--- config.mk ---
export PLATFORM = sky130hd
export DESIGN_NAME = fetch_queue
export DESIGN_NICKNAME = d
export VERILOG_FILES = /design/src/rtl/fetch_pkg.sv /design/src/rtl/fq_fifo.sv /design/src/rtl/fetch_queue.sv
export SDC_FILE = /design/constraint.sdc
export NUM_CORES = 1
export LEC_CHECK = 0
export ABC_AREA = 1
export BUFFER_PORTS_ARGS = -buffer_cell sky130_fd_sc_hd__buf_2
export CORE_UTILIZATION = 60
export CTS_CLUSTER_DIAMETER = 100
export DETAILED_ROUTE_END_ITERATION = 10
export PLACE_DENSITY = 0.82
export REMOVE_ABC_BUFFERS = 1
export SYNTH_ARGS = -nofsm -noshare
export SYNTH_HDL_FRONTEND = slang
export SYNTH_SLANG_ARGS = --single-unit
--- constraint.sdc ---
create_clock -name i_clk -period 7.75 [get_ports i_clk]
set_input_delay 0 -clock i_clk [delete_from_list [all_inputs] [get_ports i_clk]]
set_output_delay 0 -clock i_clk [all_outputs]
set_load 0.03 [all_outputs]
--- src/rtl/fetch_pkg.sv ---
// Shared types for the instruction-fetch queue.
//   FQ_DEPTH    : default queue depth
//   FQ_RESET_PC : default first fetch address
//   fq_state_e  : fetch FSM states
//   fq_entry_t  : one queued instruction with the PC it was fetched from
package fetch_pkg;
  localparam int          FQ_DEPTH    = 4;
  localparam logic [31:0] FQ_RESET_PC = 32'h0000_0000;

  typedef enum logic [1:0] {S_BOOT, S_RUN, S_HALT} fq_state_e;

  typedef struct packed {
    logic [31:0] pc;
    logic [31:0] instr;
  } fq_entry_t;
endpackage

--- src/rtl/fq_fifo.sv ---
// Small synchronous FIFO of fq_entry_t with a combinational head read.
//   clk, rst         : clock, async active-high reset
//   push, push_data  : write one entry at the tail
//   pop              : remove the head (ignored when empty)
//   flush            : empty the queue; wins over push and pop
//   head_valid, head : head entry, zeroed when empty
//   count            : occupancy, 0..DEPTH
module fq_fifo
  import fetch_pkg::*;
#(
  parameter int DEPTH = FQ_DEPTH
) (
  input  logic                     clk,
  input  logic                     rst,
  input  logic                     push,
  input  fq_entry_t                push_data,
  input  logic                     pop,
  input  logic                     flush,
  output logic                     head_valid,
  output fq_entry_t                head,
  output logic [$clog2(DEPTH):0]   count
);
  localparam int AW = $clog2(DEPTH);
  localparam int CW = AW + 1;

  fq_entry_t       mem [DEPTH];
  logic [AW-1:0]   wr_ptr, rd_ptr;
  logic            pop_ok;

  assign head_valid = (count != '0);
  assign pop_ok     = pop & head_valid;
  assign head       = head_valid ? mem[rd_ptr] : '0;

  // Pointers wrap naturally (DEPTH is a power of two); fullness comes from count.
  always_ff @(posedge clk or posedge rst) begin
    if (rst) begin
      wr_ptr <= '0;
      rd_ptr <= '0;
      count  <= '0;
    end else if (flush) begin
      wr_ptr <= '0;
      rd_ptr <= '0;
      count  <= '0;
    end else begin
      if (push)   wr_ptr <= wr_ptr + 1'b1;
      if (pop_ok) rd_ptr <= rd_ptr + 1'b1;
      count <= count + CW'(push) - CW'(pop_ok);
    end
  end

  // Storage carries no reset: head is masked by head_valid.
  always_ff @(posedge clk) begin
    if (push && !flush) mem[wr_ptr] <= push_data;
  end

  // Upstream issue throttling must never let a write land on a full queue.
  a_no_overflow: assert property (@(posedge clk) disable iff (rst)
    !(push && !flush && count == CW'(DEPTH)));
endmodule

--- src/rtl/fetch_queue.sv ---
// Instruction-fetch front end feeding the IF/ID register.
// Issues sequential fetches to a 1-cycle synchronous instruction memory,
// queues returned instructions with their PC, and restarts at a redirect.
//   i_clk, i_rst                  : clock, async active-high reset
//   i_redirect, i_redirect_pc     : execute-stage redirect and its target
//   i_halt                        : stop issuing; queue keeps draining
//   o_imem_addr, o_imem_req       : memory address / read issued this cycle
//   i_imem_data                   : read data, one cycle after o_imem_req
//   o_valid, o_instr, o_pc, o_pc_4: queue head towards decode
//   i_ready                       : decode takes the head this cycle
//   o_count                       : queue occupancy
module fetch_queue
  import fetch_pkg::*;
#(
  parameter int          DEPTH    = FQ_DEPTH,
  parameter logic [31:0] RESET_PC = FQ_RESET_PC
) (
  input  logic                   i_clk,
  input  logic                   i_rst,
  input  logic                   i_redirect,
  input  logic [31:0]            i_redirect_pc,
  input  logic                   i_halt,
  output logic [31:0]            o_imem_addr,
  output logic                   o_imem_req,
  input  logic [31:0]            i_imem_data,
  output logic                   o_valid,
  output logic [31:0]            o_instr,
  output logic [31:0]            o_pc,
  output logic [31:0]            o_pc_4,
  input  logic                   i_ready,
  output logic [$clog2(DEPTH):0] o_count
);
  localparam int CW = $clog2(DEPTH) + 1;

  fq_state_e   state, state_nxt;
  logic [31:0] fetch_pc, req_pc;
  logic        inflight;
  logic        push;
  fq_entry_t   head;

  // ---------------- FSM ----------------
  always_ff @(posedge i_clk or posedge i_rst) begin
    if (i_rst) state <= S_BOOT;
    else       state <= state_nxt;
  end

  always_comb begin
    state_nxt = state;
    case (state)
      S_BOOT:  state_nxt = S_RUN;
      S_RUN:   if (i_halt)  state_nxt = S_HALT;
      S_HALT:  if (!i_halt) state_nxt = S_RUN;
      default: state_nxt = S_BOOT;
    endcase
  end

  // ---------------- issue ----------------
  // Counting the in-flight read as occupied guarantees its response a slot.
  assign o_imem_req  = (state == S_RUN) && !i_redirect &&
                       ((o_count + CW'(inflight)) < CW'(DEPTH));
  assign o_imem_addr = fetch_pc;

  always_ff @(posedge i_clk or posedge i_rst) begin
    if (i_rst) begin
      fetch_pc <= RESET_PC;
      req_pc   <= '0;
      inflight <= 1'b0;
    end else begin
      inflight <= o_imem_req;
      if (o_imem_req) req_pc <= fetch_pc;
      if (i_redirect)      fetch_pc <= i_redirect_pc & ~32'h3;
      else if (o_imem_req) fetch_pc <= fetch_pc + 32'd4;
    end
  end

  // A response arriving in a redirect cycle belongs to the dead path.
  assign push = inflight && !i_redirect;

  fq_fifo #(.DEPTH(DEPTH)) u_fifo (
    .clk        (i_clk),
    .rst        (i_rst),
    .push       (push),
    .push_data  ('{pc: req_pc, instr: i_imem_data}),
    .pop        (i_ready),
    .flush      (i_redirect),
    .head_valid (o_valid),
    .head       (head),
    .count      (o_count)
  );

  assign o_instr = head.instr;
  assign o_pc    = head.pc;
  assign o_pc_4  = o_valid ? head.pc + 32'd4 : 32'd0;
endmodule

==> report_table.html, run 1 <==
<table>
<tr><th>Metric</th><th>Value</th></tr>
<tr><th colspan="2">Die</th></tr>
<tr><td>DIE WIDTH</td><td>158 um</td></tr>
<tr><td>Placeable Area</td><td>23700 sq um</td></tr>
<tr><td>DIE AREA</td><td>25100 sq um</td></tr>
<tr><td>Row cnt</td><td>56</td></tr>
<tr><td>I/O pin count</td><td>202</td></tr>
<tr><td>DIE HEIGHT</td><td>158 um</td></tr>
<tr><td>Initial cell density of the core</td><td>61.9%</td></tr>
<tr><th colspan="2">Setup path</th></tr>
<tr><td>Maximum fanout count along the critical path</td><td>72</td></tr>
<tr><td>Worst Setup Start Kind</td><td>flop</td></tr>
<tr><td>Standard cell with the maximum stage delay on the critical path</td><td>buf_4</td></tr>
<tr><td>Required time reported for the critical path endpoint</td><td>7.75 ns</td></tr>
<tr><td>Internal reg-to-reg setup slack</td><td>4.94 ns</td></tr>
<tr><td>Category of the most critical setup path</td><td>reg -&gt; out</td></tr>
<tr><td>Crit end category</td><td>output pin</td></tr>
<tr><td>Arrival time reported for the critical path endpoint</td><td>4.26 ns</td></tr>
<tr><td>Startpoint of the most critical register-to-register path</td><td>u_fifo.count[1]</td></tr>
<tr><td>Count of cells along the worst register-to-register path</td><td>11</td></tr>
<tr><td>Peak per-stage delay on the critical path</td><td>0.71 ns</td></tr>
<tr><td>Worst path cell trace</td><td>buf_4, inv_2, buf_4, nand3_1, a21oi_1, ha_1, nand2_1, nor2_1, nand2_1, nor2_1, nand2_1, xor2_1, inv_1, buf_2</td></tr>
<tr><td>Endpoint of the most critical register-to-register path</td><td>u_fifo.count[2]</td></tr>
<tr><td>Cell type with the highest occurrence count on the critical path</td><td>nand2_1</td></tr>
<tr><th colspan="2">Yosys</th></tr>
<tr><td>Post-synthesis instance total</td><td>1525</td></tr>
<tr><td>Post-synth ARST share</td><td>22.0%</td></tr>
<tr><td>Post-synthesis instance area</td><td>14700 sq um</td></tr>
<tr><td>Dominant synthesized flop cell</td><td>edfxtp_1</td></tr>
<tr><td>Most numerous cell types in the synthesized netlist</td><td>nand2_1, edfxtp_1, nor2_1</td></tr>
<tr><td>Number of warnings reported in the yosys synthesis log</td><td>0</td></tr>
<tr><td>Count of state elements after synthesis</td><td>318</td></tr>
<tr><td>Library cell with the highest instance count after synthesis</td><td>nand2_1</td></tr>
<tr><td>Sequential fraction of the synthesis area</td><td>62.8%</td></tr>
<tr><td>Largest cells by area after synthesis</td><td>edfxtp_1, dfrtp_1, nand2_1</td></tr>
<tr><td>Average size of a mapped cell</td><td>9.61 sq um</td></tr>
<tr><td>Cell accounting for the most synthesized area</td><td>edfxtp_1</td></tr>
<tr><td>EDFF count, synth</td><td>248</td></tr>
<tr><td>Yosys top cell area share</td><td>50.8%</td></tr>
<tr><td>Library cells used by synthesis</td><td>36</td></tr>
<tr><th colspan="2">STA</th></tr>
<tr><td>Relative max-transition margin</td><td>27.4%</td></tr>
<tr><td>Achievable Freq</td><td>235 MHz</td></tr>
<tr><td>Shortest period the worst path allows</td><td>4.26 ns</td></tr>
<tr><td>Max-slew violation total from the final report</td><td>0</td></tr>
<tr><td>Slew at the pin closest to its max-slew limit</td><td>1.09 ns</td></tr>
<tr><td>Final-report hold violation count</td><td>0</td></tr>
<tr><td>Clock Skews</td><td>0.0102 ns</td></tr>
<tr><td>Setup repair after global routing missed its margin</td><td>no</td></tr>
<tr><td>Setup-violating endpoint count in the final report</td><td>0</td></tr>
<tr><td>Total negative slack</td><td>0 ns</td></tr>
<tr><td>Period utilisation layout</td><td>54.9%</td></tr>
<tr><th colspan="2">Detailed routing</th></tr>
<tr><td>Drt pass-1 iters</td><td>5</td></tr>
<tr><td>DRT met1 WL</td><td>14400 um</td></tr>
<tr><td>Top routing layer in use</td><td>met4</td></tr>
<tr><td>Remaining number of nets flagged by the antenna check after routing</td><td>0</td></tr>
<tr><td>Via density per instance</td><td>5.43</td></tr>
<tr><td>DRC violations left</td><td>0</td></tr>
<tr><td>Metal2 WL</td><td>17700 um</td></tr>
<tr><td>Total vias in the final route</td><td>11500</td></tr>
<tr><td>Met3 wire length</td><td>2960 um</td></tr>
<tr><td>First DRT Iteration DRCs</td><td>921</td></tr>
<tr><td>Routed Wire Length</td><td>36000 um</td></tr>
<tr><td>Per-cell routed wire length</td><td>17.1 um</td></tr>
<tr><th colspan="2">Clock tree</th></tr>
<tr><td>Number of buffers on the longest clock path</td><td>3</td></tr>
<tr><td>Setup fix buffers added after clock tree synthesis</td><td>0</td></tr>
<tr><td>Clock-pin transition on the worst setup and hold timing paths</td><td>0.06 ns</td></tr>
<tr><td>Later-pin clock latency in the skew report</td><td>0.51 ns</td></tr>
<tr><td>Total number of H-tree levels</td><td>2</td></tr>
<tr><td>CTS tree</td><td>built</td></tr>
<tr><td>Clock sink count</td><td>318</td></tr>
<tr><td>Number of clock buffers inserted by TritonCTS</td><td>34</td></tr>
<tr><td>Root buf cell</td><td>clkbuf_16</td></tr>
<tr><th colspan="2">Global routing</th></tr>
<tr><td>Wire length of the first global-routing pass</td><td>55700 um</td></tr>
<tr><td>Number of antenna violations at the first check in global routing</td><td>0</td></tr>
<tr><td>Global-route usage over all layers</td><td>29.3%</td></tr>
<tr><td>Vias in the first global route</td><td>11100</td></tr>
<tr><td>Maximum number of pins on one net before global-route repair</td><td>106</td></tr>
<tr><td>Total global routing overflow</td><td>0</td></tr>
<tr><th colspan="2">Job</th></tr>
<tr><td>Number of maximum-capacitance violations</td><td>0</td></tr>
<tr><th colspan="2">Min path</th></tr>
<tr><td>Hold Crit Start</td><td>i_redirect</td></tr>
<tr><td>Hold path endpoint</td><td>u_fifo.count[1]</td></tr>
<tr><td>Worst min-delay path category</td><td>in -&gt; reg</td></tr>
<tr><td>Cell count of the worst hold path</td><td>3</td></tr>
<tr><th colspan="2">Final layout</th></tr>
<tr><td>Area growth from synthesis to layout</td><td>19.3%</td></tr>
<tr><td>Total area of multi-input combinational cells</td><td>4640 sq um</td></tr>
<tr><td>Final-layout fill cell count</td><td>1647</td></tr>
<tr><td>Fraction of layout instances using a drive strength above 1</td><td>16.1%</td></tr>
<tr><td>Antenna diode instance count</td><td>0</td></tr>
<tr><td>Register area</td><td>9200 sq um</td></tr>
<tr><td>Layout net count</td><td>1842</td></tr>
<tr><th colspan="2">Power and ir drop</th></tr>
<tr><td>Power per standard cell area</td><td>362 nW/um^2</td></tr>
<tr><td>Worst ir drop on vdd</td><td>0.205 mV</td></tr>
<tr><td>Leakage dissipation</td><td>7.50 nW</td></tr>
<tr><td>Power Total</td><td>6.33 mW</td></tr>
<tr><th colspan="2">Placed design</th></tr>
<tr><td>Placer's final routability congestion estimate</td><td>0.931</td></tr>
<tr><td>Buffers added on ports</td><td>193</td></tr>
<tr><td>Detail Placement HPWL</td><td>21200 um</td></tr>
<tr><th colspan="2">Outcome</th></tr>
<tr><td>Result of the run</td><td>finished clean</td></tr>
</table>
==> worst max path at each step <==
| stage | cells past startpoint | slack (ns) | from | to |
|---|---|---|---|---|
| global placement | 14 | 4.05 | u_fifo.rd_ptr[1] | o_pc_4[18] |
| global route | 15 | 3.18 | u_fifo.rd_ptr[0] | o_pc_4[30] |
| CTS | 14 | 3.49 | u_fifo.rd_ptr[0] | o_pc_4[18] |
| finish | 14 | 3.49 | u_fifo.rd_ptr[1] | o_pc_4[18] |
| detailed placement | 15 | 4.04 | u_fifo.rd_ptr[1] | o_pc_4[30] |
| floorplan | 13 | 1.83 | u_fifo.rd_ptr[0] | o_pc_4[30] |
==> kinds of logic (layout without fill, tap and decap cells) <==
kind of cell / after synthesis / in the layout / share of synthesized area [%]
and+or+nand+nor: 802 / 802 / 22.5
buffers and inverters: 201 / 461 / 5.97
other: 1 / 6 / 0.0256
DFF: 318 / 318 / 62.8
AOI/OAI and AO/OA: 160 / 160 / 5.90
xor gates and xnor gates: 34 / 34 / 2.03
adders and majority gates: 9 / 9 / 0.819
==> critical path, delay by kind of cell (launching register included) <==
kind / cells / cell delay (ns)
flip-flops: 1 / 0.38
adder cells (fa/ha/maj): 1 / 0.23
AND/OR/NAND/NOR: 6 / 1.15
buffers and inverters: 5 / 1.48
XOR/XNOR: 1 / 0.24
AO/OA/AOI/OAI: 1 / 0.25
==> final cells by class <==
class | count | share of cell area (%)
clock buffers | 44 | 5.50
clock inverters | 18 | 0.494
inverters | 129 | 2.78
multi-input cells | 1011 | 26.5
flip-flops and latches | 318 | 52.6
well taps | 319 | 2.28
repair buffers | 270 | 9.76
==> state kept, by name, summed over array words and instances (netlist names) <==
signal and count:
inflight 1, u_fifo.wr_ptr 2, state 2, req_pc 30, u_fifo.rd_ptr 2, o_imem_addr 30, u_fifo.count 3, u_fifo.mem 248
==> placed cells by master (no fill, tap or decap), types with 8 or more instances in the layout <==
| cell | n |
|---|---|
| nand3_1 | 120 |
| nor2_2 | 14 |
| nor3_1 | 17 |
| a21oi_1 | 41 |
| ha_1 | 8 |
| buf_2 | 193 |
| nor2_1 | 220 |
| nand4_1 | 13 |
| o21ai_0 | 96 |
| dfrtp_1 | 68 |
| inv_1 | 123 |
| o211ai_1 | 8 |
| clkbuf_16 | 37 |
| xor2_1 | 33 |
| nand2_1 | 403 |
| clkinv_1 | 9 |
| dlygate4sd3_1 | 65 |
| edfxtp_1 | 248 |
| buf_4 | 12 |
==> per-stage QoR <==
| stage | utilization (%) | setup slack [ns] | instances | hold slack (ns) | area [sq um] |
|---|---|---|---|---|---|
| global route | 73.8 | 3.18 | 2109 | 0.0287 | 17500 |
| finish | 73.8 | 3.49 | 2109 | 0.0226 | 17500 |
| CTS | 73.8 | 3.49 | 2109 | 0.000121 | 17500 |
| floorplan | - | 1.83 | 1458 | 0.0652 | 14300 |
| detailed placement | 66.6 | 4.04 | 1982 | 0.213 | 15800 |
| global placement | 66.6 | 4.05 | 1982 | 0.203 | 15800 |
==> layer usage <==
| metal | track usage [%] | up-vias |
|---|---|---|
| li1 | - | 5520 |
| met5 | 0 | - |
| met4 | 11.8 | 0 |
| met2 | 51.6 | 481 |
| met1 | 35.8 | 5390 |
| met3 | 5.01 | 62 |
==> power by group <==
part | switching [mW] | internal [mW] | total (mW) | leakage (nW)
logic | 1.87 | 0.637 | 2.50 | 3.88
clock network | 0.625 | 0.876 | 1.50 | 0.508
registers | 0.216 | 2.11 | 2.33 | 3.11
==> timing repair <==
action | in CTS | in global routing
resized for setup | 0 | 0
hold endpoints to repair | 232 | 0
hold buffers | 65 | 0
No activity file was read; power rests on OpenSTA's default activity.
==> run 2, diff against run 1 <==
Settings changed: CORE_UTILIZATION 60 to 58, PLACE_DENSITY 0.82 to 0.79.
Clock period 7.75 ns to 4.25 ns, I/O delays scaled along.
==> report_table.html, run 2 (same netlist as run 1, synthesis figures left out) <==
<table>
<tr><th>Metric</th><th>Value</th></tr>
<tr><th colspan="2">Outcome</th></tr>
<tr><td>Result of the run</td><td>finished clean</td></tr>
<tr><th colspan="2">Power and ir drop</th></tr>
<tr><td>Switching power</td><td>4.95 mW</td></tr>
<tr><td>Leakage dissipation</td><td>7.53 nW</td></tr>
<tr><td>Worst ir drop on vdd</td><td>0.372 mV</td></tr>
<tr><td>Internal cell power</td><td>6.55 mW</td></tr>
<tr><td>Part of the power in registers</td><td>37.0%</td></tr>
<tr><td>Switching part of the total power</td><td>43.0%</td></tr>
<tr><td>Power per standard cell area</td><td>654 nW/um^2</td></tr>
<tr><td>Clock network fraction of total power</td><td>23.0%</td></tr>
<tr><td>Combinational share of power</td><td>40.0%</td></tr>
<tr><th colspan="2">STA</th></tr>
<tr><td>Period utilisation layout</td><td>91.9%</td></tr>
<tr><td>Achievable Freq</td><td>256 MHz</td></tr>
<tr><td>Relative max-transition margin</td><td>34.3%</td></tr>
<tr><td>Setup repair after global routing missed its margin</td><td>no</td></tr>
<tr><td>Max-slew violation total from the final report</td><td>0</td></tr>
<tr><td>Slew at the pin closest to its max-slew limit</td><td>0.984 ns</td></tr>
<tr><td>Setup-violating endpoint count in the final report</td><td>0</td></tr>
<tr><td>Shortest period the worst path allows</td><td>3.91 ns</td></tr>
<tr><td>Clock Skews</td><td>0.0231 ns</td></tr>
<tr><td>Min setup slack post-route</td><td>0.342 ns</td></tr>
<tr><td>Total negative slack</td><td>0 ns</td></tr>
<tr><td>Final-report hold violation count</td><td>0</td></tr>
<tr><th colspan="2">Setup path</th></tr>
<tr><td>Cell class contributing the biggest share of worst-path delay</td><td>simple AND/OR/NAND/NOR gates</td></tr>
<tr><td>Worst Setup Start Kind</td><td>flop</td></tr>
<tr><td>Maximum fanout count along the critical path</td><td>53</td></tr>
<tr><td>Crit end category</td><td>output pin</td></tr>
<tr><td>Required time reported for the critical path endpoint</td><td>4.25 ns</td></tr>
<tr><td>Arrival time reported for the critical path endpoint</td><td>3.91 ns</td></tr>
<tr><td>Standard cell with the maximum stage delay on the critical path</td><td>dfrtp_2</td></tr>
<tr><td>Peak per-stage delay on the critical path</td><td>0.64 ns</td></tr>
<tr><td>Category of the most critical setup path</td><td>reg -&gt; out</td></tr>
<tr><td>Worst path cell trace</td><td>buf_4, nand3_1, a21oi_1, ha_1, nand2_1, nor2_1, nand2_1, nor2_1, nand2_1, xor2_1, inv_1, buf_2</td></tr>
<tr><td>Cell type with the highest occurrence count on the critical path</td><td>nand2_1</td></tr>
<tr><td>Number of buffer and inverter instances along the worst setup path</td><td>3</td></tr>
<tr><th colspan="2">Placed design</th></tr>
<tr><td>Placer's final routability congestion estimate</td><td>0.939</td></tr>
<tr><td>Detail Placement HPWL</td><td>23000 um</td></tr>
<tr><td>Setup slack after placement</td><td>0.995 ns</td></tr>
<tr><td>Placement Cell Area</td><td>15900 sq um</td></tr>
<tr><td>Buffers added on ports</td><td>193</td></tr>
<tr><th colspan="2">Detailed routing</th></tr>
<tr><td>Total vias in the final route</td><td>11600</td></tr>
<tr><td>Via density per instance</td><td>5.46</td></tr>
<tr><td>DRC violations left</td><td>0</td></tr>
<tr><td>Remaining number of nets flagged by the antenna check after routing</td><td>0</td></tr>
<tr><td>First DRT Iteration DRCs</td><td>1084</td></tr>
<tr><td>Drt pass-1 iters</td><td>7</td></tr>
<tr><td>Per-cell routed wire length</td><td>17.0 um</td></tr>
<tr><td>Routed Wire Length</td><td>36100 um</td></tr>
<tr><th colspan="2">Clock tree</th></tr>
<tr><td>Root buf cell</td><td>clkbuf_16</td></tr>
<tr><td>Later-pin clock latency in the skew report</td><td>0.56 ns</td></tr>
<tr><td>CTS tree</td><td>built</td></tr>
<tr><td>Number of buffers on the longest clock path</td><td>3</td></tr>
<tr><td>Clock-pin transition on the worst setup and hold timing paths</td><td>0.06 ns</td></tr>
<tr><td>Total number of H-tree levels</td><td>1</td></tr>
<tr><td>Clock sink count</td><td>318</td></tr>
<tr><td>Number of clock buffers inserted by TritonCTS</td><td>31</td></tr>
<tr><th colspan="2">Die</th></tr>
<tr><td>I/O pin count</td><td>202</td></tr>
<tr><td>Row cnt</td><td>57</td></tr>
<tr><td>Placeable Area</td><td>24500 sq um</td></tr>
<tr><td>DIE AREA</td><td>25900 sq um</td></tr>
<tr><td>DIE HEIGHT</td><td>161 um</td></tr>
<tr><td>DIE WIDTH</td><td>161 um</td></tr>
<tr><td>Initial cell density of the core</td><td>59.7%</td></tr>
<tr><th colspan="2">Final layout</th></tr>
<tr><td>Area growth from synthesis to layout</td><td>19.9%</td></tr>
<tr><td>Final-layout fill cell count</td><td>1784</td></tr>
<tr><td>Antenna diode instance count</td><td>0</td></tr>
<tr><td>Layout net count</td><td>1853</td></tr>
<tr><td>Most common cell after layout, fill and taps aside</td><td>nand2_1</td></tr>
<tr><td>Most flop-heavy register</td><td>u_fifo.mem</td></tr>
<tr><td>Flip-flop count of the largest register after layout</td><td>248</td></tr>
<tr><td>Fraction of layout instances using a drive strength above 1</td><td>16.3%</td></tr>
<tr><td>Most frequent cells in the layout</td><td>nand2_1, edfxtp_1, nor2_1</td></tr>
<tr><td>Cell area after layout</td><td>17600 sq um</td></tr>
<tr><th colspan="2">Global routing</th></tr>
<tr><td>Vias in the first global route</td><td>11200</td></tr>
<tr><td>Maximum number of pins on one net before global-route repair</td><td>68</td></tr>
<tr><td>Total global routing overflow</td><td>0</td></tr>
<tr><td>Wire length of the first global-routing pass</td><td>56800 um</td></tr>
<tr><td>Number of antenna violations at the first check in global routing</td><td>0</td></tr>
<tr><td>Global-route usage over all layers</td><td>28.0%</td></tr>
<tr><th colspan="2">Job</th></tr>
<tr><td>Number of maximum-capacitance violations</td><td>0</td></tr>
<tr><th colspan="2">Min path</th></tr>
<tr><td>Worst min-delay path category</td><td>in -&gt; async</td></tr>
</table>
run 2: cell types whose count changed in the layout (fill, tap and decap cells not counted), moves of 4 or more:
cell,before,now
dlygate4sd3_1,65,73
buf_4,12,16
clkinv_1,9,5
clkbuf_16,37,31
run 2: worst paths after layout:
path	startpoint	endpoint	slack, ns	cells after the start
worst max-delay path	u_fifo.rd_ptr[1]	o_pc_4[18]	0.34	12
worst min-delay path	i_rst	o_imem_addr[17]	0.07	3
worst max register to register	u_fifo.count[1]	u_fifo.count[2]	1.75	12
worst min register to register	state[0]	state[0]	0.48	1
max in group asynchronous	i_rst	req_pc[14]	3.21	4
min in group i_clk	i_halt	state[0]	0.18	3
run 2: what timing repair did:
| item | CTS | global route |
|---|---|---|
| hold buffers | 73 | 0 |
| buffers inserted | 0 | 0 |
| gates resized for setup | 0 | 0 |
| hold endpoints to repair | 189 | 0 |
run 2: tightest hold or removal path: stages:
cell and delay (ns):
dlygate4sd3_1 0.53, buf_2 0.12, inv_2 0.44
run 2: power groups by stage:
| stage | Combinational, mW | Sequential [mW] | Clock, mW |
|---|---|---|---|
| 2_1_floorplan | 2.85 | 4.42 | 0 |
| 3_3_place_gp | 4.42 | 4.27 | 0 |
| 3_5_place_dp | 4.49 | 4.30 | 0 |
| 4_1_cts | 4.57 | 4.24 | 2.68 |
| 5_1_grt | 4.98 | 4.29 | 2.80 |
| 6_report | 4.60 | 4.25 | 2.64 |
run 2: per-stage QoR:
stage / total power, mW / hold slack, ns / instances / utilization (%)
after floorplan: 7.27 / 0.0652 / 1458 / -
after global placement: 8.68 / 0.103 / 1993 / 64.6
after detailed placement: 8.79 / 0.109 / 1993 / 64.6
after CTS: 11.5 / 0.0648 / 2122 / 71.6
after global routing: 12.1 / 0.128 / 2122 / 71.6
final: 11.5 / 0.0743 / 2122 / 71.6
run 2: routing by layer:
| metal | vias up | track usage [%] | part of all wire (%) |
|---|---|---|---|
| met5 | - | 0 | 0 |
| met4 | 0 | 8.75 | 2.1 |
| met3 | 54 | 4.03 | 8.5 |
| met2 | 528 | 47.7 | 49 |
| met1 | 5474 | 37.4 | 41 |
| li1 | 5537 | - | - |
run 2: final cells by class:
cell class              instances  area [sq um]  share of cell area [%]
flip-flops and latches        318          9200                    52.4
multi-input cells            1011          4640                    26.4
repair buffers                284          1860                    10.6
clock buffers                  39           836                    4.76
inverters                     129           485                    2.76
well taps                     324           405                    2.31
clock inverters                17           145                   0.826
==> run 3, diff against run 2 <==
Settings changed: ABC_AREA 1 to default, CORE_UTILIZATION 58 to 30, PLACE_DENSITY 0.79 to 0.46.
==> report_table.html, run 3 <==
<table>
<tr><th>Metric</th><th>Value</th></tr>
<tr><th colspan="2">Outcome</th></tr>
<tr><td>Result of the run</td><td>finished clean</td></tr>
<tr><th colspan="2">Clock tree</th></tr>
<tr><td>CTS resizes</td><td>0</td></tr>
<tr><td>Number of clock buffers inserted by TritonCTS</td><td>38</td></tr>
<tr><td>CTS tree</td><td>built</td></tr>
<tr><td>Root buf cell</td><td>clkbuf_16</td></tr>
<tr><td>Setup fix buffers added after clock tree synthesis</td><td>0</td></tr>
<tr><td>Later-pin clock latency in the skew report</td><td>0.53 ns</td></tr>
<tr><td>Clock-pin transition on the worst setup and hold timing paths</td><td>0.05 ns</td></tr>
<tr><td>Total number of H-tree levels</td><td>2</td></tr>
<tr><td>Number of buffers on the longest clock path</td><td>3</td></tr>
<tr><td>Clock sink count</td><td>318</td></tr>
<tr><td>Cts-stage hold buffer count</td><td>68</td></tr>
<tr><th colspan="2">Detailed routing</th></tr>
<tr><td>Routed Wire Length</td><td>34500 um</td></tr>
<tr><td>DRC violations left</td><td>0</td></tr>
<tr><td>Drt pass-1 iters</td><td>5</td></tr>
<tr><td>Per-cell routed wire length</td><td>18.9 um</td></tr>
<tr><td>Total vias in the final route</td><td>8530</td></tr>
<tr><td>Remaining number of nets flagged by the antenna check after routing</td><td>0</td></tr>
<tr><td>First DRT Iteration DRCs</td><td>472</td></tr>
<tr><td>Via density per instance</td><td>4.67</td></tr>
<tr><th colspan="2">Final layout</th></tr>
<tr><td>Most flop-heavy register</td><td>u_fifo.mem</td></tr>
<tr><td>Most common cell after layout, fill and taps aside</td><td>edfxtp_1</td></tr>
<tr><td>Most frequent cells in the layout</td><td>edfxtp_1, buf_2, nand2_1</td></tr>
<tr><td>Final-layout fill cell count</td><td>4298</td></tr>
<tr><td>Cell area after layout</td><td>17200 sq um</td></tr>
<tr><td>Layout net count</td><td>1284</td></tr>
<tr><td>Fraction of layout instances using a drive strength above 1</td><td>27.4%</td></tr>
<tr><td>Antenna diode instance count</td><td>0</td></tr>
<tr><td>Count of non-filler cells in the finished layout</td><td>1826</td></tr>
<tr><td>Area growth from synthesis to layout</td><td>25.4%</td></tr>
<tr><td>Flip-flop count of the largest register after layout</td><td>248</td></tr>
<tr><td>Share of the core filled with cells</td><td>38.5%</td></tr>
<tr><th colspan="2">Power and ir drop</th></tr>
<tr><td>Switching part of the total power</td><td>39.5%</td></tr>
<tr><td>Clock network fraction of total power</td><td>26.1%</td></tr>
<tr><td>Leakage dissipation</td><td>6.49 nW</td></tr>
<tr><td>Power per standard cell area</td><td>688 nW/um^2</td></tr>
<tr><td>Switching power</td><td>4.68 mW</td></tr>
<tr><td>Power Total</td><td>11.8 mW</td></tr>
<tr><td>Combinational share of power</td><td>37.2%</td></tr>
<tr><td>Worst ir drop on vdd</td><td>0.286 mV</td></tr>
<tr><td>Part of the power in registers</td><td>36.8%</td></tr>
<tr><td>Internal cell power</td><td>7.16 mW</td></tr>
<tr><th colspan="2">Yosys</th></tr>
<tr><td>EDFF count, synth</td><td>248</td></tr>
<tr><td>Most numerous cell types in the synthesized netlist</td><td>edfxtp_1, nand2_1, dfrtp_1</td></tr>
<tr><td>Cell accounting for the most synthesized area</td><td>edfxtp_1</td></tr>
<tr><td>Average size of a mapped cell</td><td>14.6 sq um</td></tr>
<tr><td>Fraction of the mapped netlist area in simple logic gates</td><td>13.1%</td></tr>
<tr><td>Fraction of the mapped netlist area in compound gates</td><td>3.84%</td></tr>
<tr><td>Yosys top cell area share</td><td>54.3%</td></tr>
<tr><td>Post-synth ARST share</td><td>22.0%</td></tr>
<tr><td>Multiplexer share of the synthesized area</td><td>11.0%</td></tr>
<tr><td>Post-synthesis instance total</td><td>940</td></tr>
<tr><td>Library cells used by synthesis</td><td>50</td></tr>
<tr><td>Largest cells by area after synthesis</td><td>edfxtp_1, dfrtp_1, mux4_2</td></tr>
<tr><td>Xor/xnor cell area share of the yosys netlist</td><td>1.92%</td></tr>
<tr><td>Number of warnings reported in the yosys synthesis log</td><td>0</td></tr>
<tr><td>Count of state elements after synthesis</td><td>318</td></tr>
<tr><td>Adder-cell share of the synthesized area</td><td>0.876%</td></tr>
<tr><td>Dominant combinational cell family by area after synthesis</td><td>simple AND/OR/NAND/NOR gates</td></tr>
<tr><td>Library cell with the highest instance count after synthesis</td><td>edfxtp_1</td></tr>
<tr><td>Sequential fraction of the synthesis area</td><td>67.1%</td></tr>
<tr><td>Dominant synthesized flop cell</td><td>edfxtp_1</td></tr>
<tr><td>Post-synthesis instance area</td><td>13700 sq um</td></tr>
<tr><th colspan="2">Setup path</th></tr>
<tr><td>Standard cell with the maximum stage delay on the critical path</td><td>dfrtp_4</td></tr>
<tr><td>Required time reported for the critical path endpoint</td><td>4.25 ns</td></tr>
<tr><td>Peak per-stage delay on the critical path</td><td>0.78 ns</td></tr>
<tr><td>Crit end category</td><td>output pin</td></tr>
<tr><td>Maximum fanout count along the critical path</td><td>33</td></tr>
<tr><td>Arrival time reported for the critical path endpoint</td><td>3.92 ns</td></tr>
<tr><td>Category of the most critical setup path</td><td>reg -&gt; out</td></tr>
<tr><td>Worst path cell trace</td><td>buf_4, mux4_1, and4_1, nand3_1, or4_1, or3_1, a21oi_1, buf_2</td></tr>
<tr><td>Worst Setup Start Kind</td><td>flop</td></tr>
<tr><th colspan="2">STA</th></tr>
<tr><td>Achievable Freq</td><td>255 MHz</td></tr>
<tr><td>Max-slew violation total from the final report</td><td>0</td></tr>
<tr><td>Setup-violating endpoint count in the final report</td><td>0</td></tr>
<tr><td>Shortest period the worst path allows</td><td>3.92 ns</td></tr>
<tr><td>Relative max-transition margin</td><td>29.9%</td></tr>
<tr><td>Slew at the pin closest to its max-slew limit</td><td>1.05 ns</td></tr>
<tr><td>Clock Skews</td><td>0.0105 ns</td></tr>
<tr><td>Final-report hold violation count</td><td>0</td></tr>
<tr><td>Period utilisation layout</td><td>92.2%</td></tr>
<tr><td>Setup repair after global routing missed its margin</td><td>no</td></tr>
<tr><td>Total negative slack</td><td>0 ns</td></tr>
<tr><th colspan="2">Placed design</th></tr>
<tr><td>Placement Cell Area</td><td>15300 sq um</td></tr>
<tr><td>Detail Placement HPWL</td><td>21900 um</td></tr>
<tr><td>Buffers added on ports</td><td>193</td></tr>
<tr><td>Number of cells after detailed placement</td><td>1690</td></tr>
<tr><td>Placer's final routability congestion estimate</td><td>0.745</td></tr>
<tr><th colspan="2">Die</th></tr>
<tr><td>Placeable Area</td><td>44700 sq um</td></tr>
<tr><td>DIE HEIGHT</td><td>216 um</td></tr>
<tr><td>Row cnt</td><td>77</td></tr>
<tr><td>I/O pin count</td><td>202</td></tr>
<tr><td>DIE AREA</td><td>46600 sq um</td></tr>
<tr><td>DIE WIDTH</td><td>216 um</td></tr>
<tr><td>Initial cell density of the core</td><td>30.7%</td></tr>
<tr><th colspan="2">Global routing</th></tr>
<tr><td>Total global routing overflow</td><td>0</td></tr>
<tr><td>Wire length of the first global-routing pass</td><td>52600 um</td></tr>
<tr><td>Maximum number of pins on one net before global-route repair</td><td>63</td></tr>
<tr><td>Global-route usage over all layers</td><td>14.9%</td></tr>
<tr><td>Vias in the first global route</td><td>8844</td></tr>
<tr><td>Number of antenna violations at the first check in global routing</td><td>0</td></tr>
<tr><th colspan="2">Min path</th></tr>
<tr><td>Worst min-delay path category</td><td>in -&gt; async</td></tr>
<tr><th colspan="2">Job</th></tr>
<tr><td>Number of maximum-capacitance violations</td><td>0</td></tr>
</table>
run 3: cell types whose count changed after synthesis, moves of 15 or more:
cell and change:
o21ai_0 -63, nor2_1 -172, inv_1 -112, mux4_2 +59
a21oi_1 -29, and2_1 +69, nand2_1 -260, nand3_1 -92
xor2_1 -15
run 3: path summary, 6_finish.rpt:
path                                   from           endpoint  slack (ns)  cells past startpoint
max reg2reg                  o_imem_addr[4]    o_imem_addr[31]        1.76                      6
max                        u_fifo.rd_ptr[1]         o_pc_4[28]        0.33                      8
min in group i_clk         i_redirect_pc[2]     o_imem_addr[2]        0.21                      4
min reg2reg                      req_pc[14]  u_fifo.mem[1][46]        0.51                      0
min                                   i_rst    u_fifo.count[2]        0.21                      3
max in group asynchronous             i_rst         req_pc[18]        3.03                      4
run 3: logic make-up after synthesis:
kind of cell / count (synthesis)
xor gates and xnor gates: 30
other: 1
muxes: 71
adders and majority gates: 9
AOI/OAI and AO/OA: 82
buffers and inverters: 68
DFF: 318
and+or+nand+nor: 361
run 3: layout make-up:
| cell class | instances | area (sq um) | share of cell area [%] |
|---|---|---|---|
| multi-input cells | 559 | 4250 | 24.7 |
| clock inverters | 20 | 133 | 0.771 |
| inverters | 12 | 45.0 | 0.262 |
| flip-flops and latches | 318 | 9210 | 53.5 |
| repair buffers | 277 | 1770 | 10.3 |
| clock buffers | 48 | 1060 | 6.18 |
| well taps | 592 | 741 | 4.31 |
run 3: stage by stage:
stage                     worst slack (ns)  hold slack [ns]
after floorplan                      -1.29           0.0656
final                                0.331            0.208
after global placement               0.842            0.207
after detailed placement             0.792            0.212
after CTS                            0.198            0.166
after global routing                0.0656            0.215
run 3: power groups by stage:
stage               sequential (mW)  combinational, mW  clock, mW
detailed placement             4.42               4.45          0
finish                         4.35               4.40       3.09
floorplan                      4.47               2.84          0
global placement               4.40               4.43          0
CTS                            4.36               4.51       3.19
global route                   4.43               4.76       3.28
run 3: metal layers:
metal  up-vias  routed length [um]  GRT usage, %
met1      4210               15500          19.6
li1       4054                   -             -
met3        46                1530          2.42
met4         0                 852          5.27
met5         -                   0             0
met2       220               16600          24.7
run 3: critical path: cells and delay by family, from the launching register on:
kind | cells | cell delay (ns)
buffers and inverters | 2 | 0.63
multiplexers | 1 | 0.31
AO/OA/AOI/OAI | 1 | 0.14
flip-flops | 1 | 0.78
AND/OR/NAND/NOR | 4 | 1.50
